## src/rtl/ahblite_busmatrix_outputstage_itcm_pkg.sv

```systemverilog
// Shared encodings for the ITCM output stage: AHB transfer types, grant owner
// and data-phase owner.
package ahblite_busmatrix_outputstage_itcm_pkg;

    typedef enum logic [1:0] {
        HTRANS_IDLE   = 2'b00,
        HTRANS_BUSY   = 2'b01,
        HTRANS_NONSEQ = 2'b10,
        HTRANS_SEQ    = 2'b11
    } htrans_e;

    typedef enum logic {
        G_ICODE = 1'b0,
        G_DCODE = 1'b1
    } grant_e;

    typedef enum logic [1:0] {
        DOWN_NONE  = 2'b00,
        DOWN_ICODE = 2'b01,
        DOWN_DCODE = 2'b10
    } down_e;

    function automatic logic is_burst(input logic sel, input logic [1:0] trans);
        return sel & ((trans == HTRANS_SEQ) || (trans == HTRANS_BUSY));
    endfunction

    function automatic logic is_nonseq(input logic sel, input logic [1:0] trans);
        return sel & (trans == HTRANS_NONSEQ);
    endfunction

endpackage

```

## src/rtl/ahblite_busmatrix_arbiter_itcm.sv

```systemverilog
// Address-phase arbiter for the ITCM port: DCODE has fixed priority, a burst in
// progress keeps its owner, and the grant parks on the last owner when idle.
module ahblite_busmatrix_arbiter_itcm
    import ahblite_busmatrix_outputstage_itcm_pkg::*;
(
    input  logic       i_clk,
    input  logic       i_rst,
    input  logic       i_hready,
    input  logic       i_sel_icode,
    input  logic [1:0] i_trans_icode,
    input  logic       i_sel_dcode,
    input  logic [1:0] i_trans_dcode,
    output grant_e     o_grant
);

    grant_e r_grant;
    logic   w_burst_owner;

    always_comb begin
        w_burst_owner = (r_grant == G_DCODE) ? is_burst(i_sel_dcode, i_trans_dcode)
                                             : is_burst(i_sel_icode, i_trans_icode);
    end

    // Wait states freeze arbitration entirely.
    always_ff @(posedge i_clk or posedge i_rst) begin
        if (i_rst) begin
            r_grant <= G_ICODE;
        end else if (i_hready && !w_burst_owner) begin
            if (is_nonseq(i_sel_dcode, i_trans_dcode)) begin
                r_grant <= G_DCODE;
            end else if (is_nonseq(i_sel_icode, i_trans_icode)) begin
                r_grant <= G_ICODE;
            end
        end
    end

    assign o_grant = r_grant;

endmodule

```

## src/rtl/ahblite_busmatrix_outputstage_itcm.sv

```systemverilog
// ITCM output stage of the ICODE/DCODE bus matrix: arbitrates the two masters,
// muxes the owner's address phase and tracks the data-phase owner.
module ahblite_busmatrix_outputstage_itcm
    import ahblite_busmatrix_outputstage_itcm_pkg::*;
(
    input  logic        HCLK,
    input  logic        HRESET,
    input  logic        HSEL_Decoder_ICODE_ITCM,
    input  logic [31:0] HADDR_ICODE,
    input  logic [1:0]  HTRANS_ICODE,
    input  logic        HWRITE_ICODE,
    input  logic [2:0]  HSIZE_ICODE,
    input  logic [3:0]  HPROT_ICODE,
    input  logic        HSEL_Decoder_DCODE_ITCM,
    input  logic [31:0] HADDR_DCODE,
    input  logic [1:0]  HTRANS_DCODE,
    input  logic        HWRITE_DCODE,
    input  logic [2:0]  HSIZE_DCODE,
    input  logic [3:0]  HPROT_DCODE,
    input  logic [31:0] HWDATA_DCODE,
    input  logic        HREADYOUT_ITCM,
    output logic        ACTIVE_Outputstage_ITCM_ICODE,
    output logic        ACTIVE_Outputstage_ITCM_DCODE,
    output logic        HREADYOUT_Outputstage_ITCM,
    output logic        HSEL_ITCM,
    output logic [31:0] HADDR_ITCM,
    output logic [1:0]  HTRANS_ITCM,
    output logic        HWRITE_ITCM,
    output logic [2:0]  HSIZE_ITCM,
    output logic [3:0]  HPROT_ITCM,
    output logic [31:0] HWDATA_ITCM,
    output logic        HREADY_ITCM
);

    grant_e     w_grant;
    down_e      r_down;
    logic       w_own_sel;
    logic [1:0] w_own_trans;
    logic       w_own_req;

    ahblite_busmatrix_arbiter_itcm u_arbiter (
        .i_clk         (HCLK),
        .i_rst         (HRESET),
        .i_hready      (HREADYOUT_ITCM),
        .i_sel_icode   (HSEL_Decoder_ICODE_ITCM),
        .i_trans_icode (HTRANS_ICODE),
        .i_sel_dcode   (HSEL_Decoder_DCODE_ITCM),
        .i_trans_dcode (HTRANS_DCODE),
        .o_grant       (w_grant)
    );

    always_comb begin
        if (w_grant == G_DCODE) begin
            w_own_sel   = HSEL_Decoder_DCODE_ITCM;
            w_own_trans = HTRANS_DCODE;
            HADDR_ITCM  = HADDR_DCODE;
            HWRITE_ITCM = HWRITE_DCODE;
            HSIZE_ITCM  = HSIZE_DCODE;
            HPROT_ITCM  = HPROT_DCODE;
        end else begin
            w_own_sel   = HSEL_Decoder_ICODE_ITCM;
            w_own_trans = HTRANS_ICODE;
            HADDR_ITCM  = HADDR_ICODE;
            HWRITE_ITCM = HWRITE_ICODE;
            HSIZE_ITCM  = HSIZE_ICODE;
            HPROT_ITCM  = HPROT_ICODE;
        end
        w_own_req   = w_own_sel & w_own_trans[1];
        HSEL_ITCM   = w_own_sel;
        HTRANS_ITCM = w_own_sel ? w_own_trans : HTRANS_IDLE;
    end

    // Data-phase owner follows the address phase accepted on each ready cycle.
    always_ff @(posedge HCLK or posedge HRESET) begin
        if (HRESET) begin
            r_down <= DOWN_NONE;
        end else if (HREADYOUT_ITCM) begin
            if (!w_own_req) begin
                r_down <= DOWN_NONE;
            end else if (w_grant == G_DCODE) begin
                r_down <= DOWN_DCODE;
            end else begin
                r_down <= DOWN_ICODE;
            end
        end
    end

    assign ACTIVE_Outputstage_ITCM_ICODE = (w_grant == G_ICODE);
    assign ACTIVE_Outputstage_ITCM_DCODE = (w_grant == G_DCODE);
    assign HREADY_ITCM                   = HREADYOUT_ITCM;
    assign HREADYOUT_Outputstage_ITCM    = (r_down != DOWN_NONE) ? HREADYOUT_ITCM : 1'b1;
    assign HWDATA_ITCM                   = (r_down == DOWN_DCODE) ? HWDATA_DCODE : 32'h0;

endmodule
```

## config.mk

```make
export PLATFORM = sky130hd
export DESIGN_NAME = ahblite_busmatrix_outputstage_itcm
export DESIGN_NICKNAME = d
export VERILOG_FILES = /design/src/rtl/ahblite_busmatrix_outputstage_itcm_pkg.sv /design/src/rtl/ahblite_busmatrix_arbiter_itcm.sv /design/src/rtl/ahblite_busmatrix_outputstage_itcm.sv
export SDC_FILE = /design/constraint.sdc
export NUM_CORES = 1
export LEC_CHECK = 0
export ABC_AREA = 0
export CAP_MARGIN = 20
export CORE_AREA = 2 2 78 80
export CTS_CLUSTER_DIAMETER = 40
export CTS_CLUSTER_SIZE = 12
export DETAILED_ROUTE_END_ITERATION = 7
export DIE_AREA = 0 0 80 82
export PLACE_DENSITY_LB_ADDON = 0.1
export SYNTH_ARGS = -nofsm -noshare
export SYNTH_HDL_FRONTEND = slang
export SYNTH_SLANG_ARGS = --single-unit
```

## constraint.sdc

```tcl
create_clock -name HCLK -period 1.1 [get_ports HCLK]
set_input_delay 0.11 -clock HCLK [delete_from_list [all_inputs] [get_ports HCLK]]
set_output_delay 0.11 -clock HCLK [all_outputs]
set_load 0.01 [all_outputs]
```

==> results.json <==
{
  "syn_area_mm2": 0.00110,
  "nets": 450,
  "criticalPathCategory": "reg -> out",
  "end_kind": "primary output",
  "hold_viol_final": 0,
  "dp_hpwl_um": 4470,
  "synth_cells": 103,
  "root_buffer": "clkbuf_8",
  "synth_compound_area_share_pct": 3.64,
  "ios": 200,
  "post-route-period-util_pct": 142,
  "viasPerCell": 4.07,
  "cap_viol_max_count": 0,
  "worst_pin_slew_ns": 0.183,
  "rsz0062_at_grt": "yes",
  "layout-drive-gt1-share_pct": 59.5,
  "grt_antenna_before_repair": 0,
  "synth_fa_ha_area_share_pct": 0,
  "fin_total_pwr_w": 0.00326,
  "yosysTopAreaCell": "mux2_4",
  "clock_sinks": 3,
  "floorplan.initialDensity_pct": 19.2,
  "crit_arrival_ns": 1.46,
  "muxShareOfSynthArea_pct": 56.6,
  "firstDrtPassIters": 4,
  "dp_cells": 379,
  "htreeDepth": 1,
  "fin_ws_ns": -0.466,
  "fillCellCount": 496,
  "synth_top_area_share_pct": 50.5,
  "grt_max_degree": 15,
  "die_h_um": 82,
  "avgSynthCellArea_um2": 10.7,
  "instances_no_fill": 403,
  "slew_viol_final": 0,
  "drt-total-wl_um": 6100,
  "die_width_um": 80,
  "post_synth_num_cell_types": 21,
  "seq_area_frac_synth_pct": 6.82,
  "mostFrequentLayoutCells": "clkdlybuf4s50_1 (120), buf_6 (92), mux2_4 (38), and2_4 (33), buf_4 (10)",
  "cts_tree": "yes",
  "post-route-util_pct": 64.4,
  "synth_nets": 224,
  "fin_skew_ns": 0.00212,
  "failed_checks": "negative setup slack",
  "antenna_cells": 0,
  "final_common_cell": "clkdlybuf4s50_1",
  "die-area_mm2": 0.00656,
  "crit_fanout": 7,
  "insertion_delay_ns": 0.22,
  "cts-buffers-inserted": 3,
  "num_vias": 1642,
  "min-delay-path-class": "in -> async",
  "cp-start-kind": "flop",
  "p_per_area_mw_per_mm2": 882,
  "slew_headroom_pct": 87.7,
  "synth_warnings": 0,
  "remaining_drc_errors": 0,
  "synth_xor_area_share_pct": 0,
  "hold_buffers": 0,
  "setup_viol": 79,
  "leakage_nw": 1.72,
  "grt.total_usage_pct": 15.7,
  "grt_pass1_wl_um": 8090,
  "ys_seq_elements": 3,
  "grt_pass1_vias": 1642,
  "clk_pin_slew_ns": 0.03,
  "drt_iter0_markers": 19,
  "core_mm2": 0.00575,
  "outcome": "complete, but fails checks",
  "timing.fmax_mhz": 639,
  "synthTopCellsByArea": "mux2_4 (50%), and2_1 (18%), dfrtp_1 (6.8%)",
  "synth_top_family_by_area": "multiplexers",
  "num_rows": 28,
  "port-buffer-count": 199,
  "gp_congestion": 0.734,
  "yosys.area_share.simple_pct": 22.0,
  "avgRoutedWirePerCell_um": 15.1,
  "area_growth_syn_to_layout_pct": 236,
  "post-route-min-period_ns": 1.57,
  "vdd_drop_max_v": 0.000532,
  "required_ns": 0.99,
  "ant_nets": 0,
  "clockBufferDepth": 2,
  "grt.overflow.total": 0,
  "fin_tns_setup_ns": -24.76
}
## worst paths after layout
check / startpoint / end / slack (ns) / depth (start not counted)
min reg2reg: r_down[0] / r_down[0] / 0.67 / 2
max reg2reg: u_arbiter.o_grant / r_down[0] / -0.07 / 5
min: HRESET / r_down[1] / 0.06 / 2
max in group asynchronous: HRESET / u_arbiter.o_grant / 0.89 / 2
max: u_arbiter.o_grant / HADDR_ITCM[3] / -0.47 / 5
min in group HCLK: HSEL_Decoder_DCODE_ITCM / u_arbiter.o_grant / 0.62 / 3
## worst max-delay path: stages (launching register included)
cell	delay (ns)
dfrtp_2	0.42
buf_6	0.13
buf_12	0.12
buf_16	0.14
mux2_4	0.30
buf_6	0.12
## power by group
part	internal (W)	switching, W
clock	0.000248	0.0000842
sequential	0.000129	0.0000167
combinational	0.00189	0.000894
## cells by family after synthesis
logic type	after synthesis
simple gates	39
flops	3
buf+inv	12
mux	43
compound gates	6
## Yosys cell counts
| cell | count |
|---|---|
| inv_1 | 3 |
| mux2_4 | 37 |
| a31o_2 | 1 |
| buf_12 | 3 |
| nor2_1 | 2 |
| clkbuf_2 | 3 |
| nand4_1 | 1 |
| o21bai_1 | 1 |
| buf_8 | 1 |
| mux2_2 | 6 |
| a2bb2oi_1 | 1 |
| buf_6 | 1 |
| nand4b_1 | 1 |
| o21ai_0 | 2 |
| and2_4 | 1 |
| dfrtp_1 | 3 |
| and2_1 | 32 |
| nor3b_1 | 1 |
| nand2_1 | 1 |
| a21oi_1 | 1 |
| buf_4 | 1 |
## metal layers
layer,GRT usage (%),up-vias,wire [um]
met3,3.41,2,578
met4,3.05,0,17
li1,-,809,-
met1,15.9,739,2030
met2,32.7,92,3480
met5,0,-,0
## cell type report
cell class                      count  area, um^2  share of cell area [%]
Multi-Input combinational cell     88        1010                    27.4
Tap cell                           75        93.8                    2.54
Sequential cell                     3        76.3                    2.06
Timing Repair Buffer              230        2460                    66.5
Clock buffer                        4        45.0                    1.22
Inverter                            3        11.3                   0.305
## state kept, by name, indices dropped and copies added (netlist names)
| register | flops |
|---|---|
| r_down | 2 |
| u_arbiter.o_grant | 1 |
## per-stage QoR
stage,hold slack (ns),area [um^2],setup slack [ns]
finish,0.0628,3700,-0.466
global route,0.0803,3700,-0.495
CTS,0.0644,3720,-0.472
detailed placement,0.293,3190,-0.531
global placement,0.292,3190,-0.535
floorplan,-0.136,1100,-0.0647
## repair_timing
action | CTS | global route
pin swaps | 18 | 17
gates resized for setup | 432 | 34
gates cloned | 6 | 0
setup endpoints to repair | 80 | 81
buffers inserted | 18 | 3
Note: power is estimated with default switching activity, not from simulation.
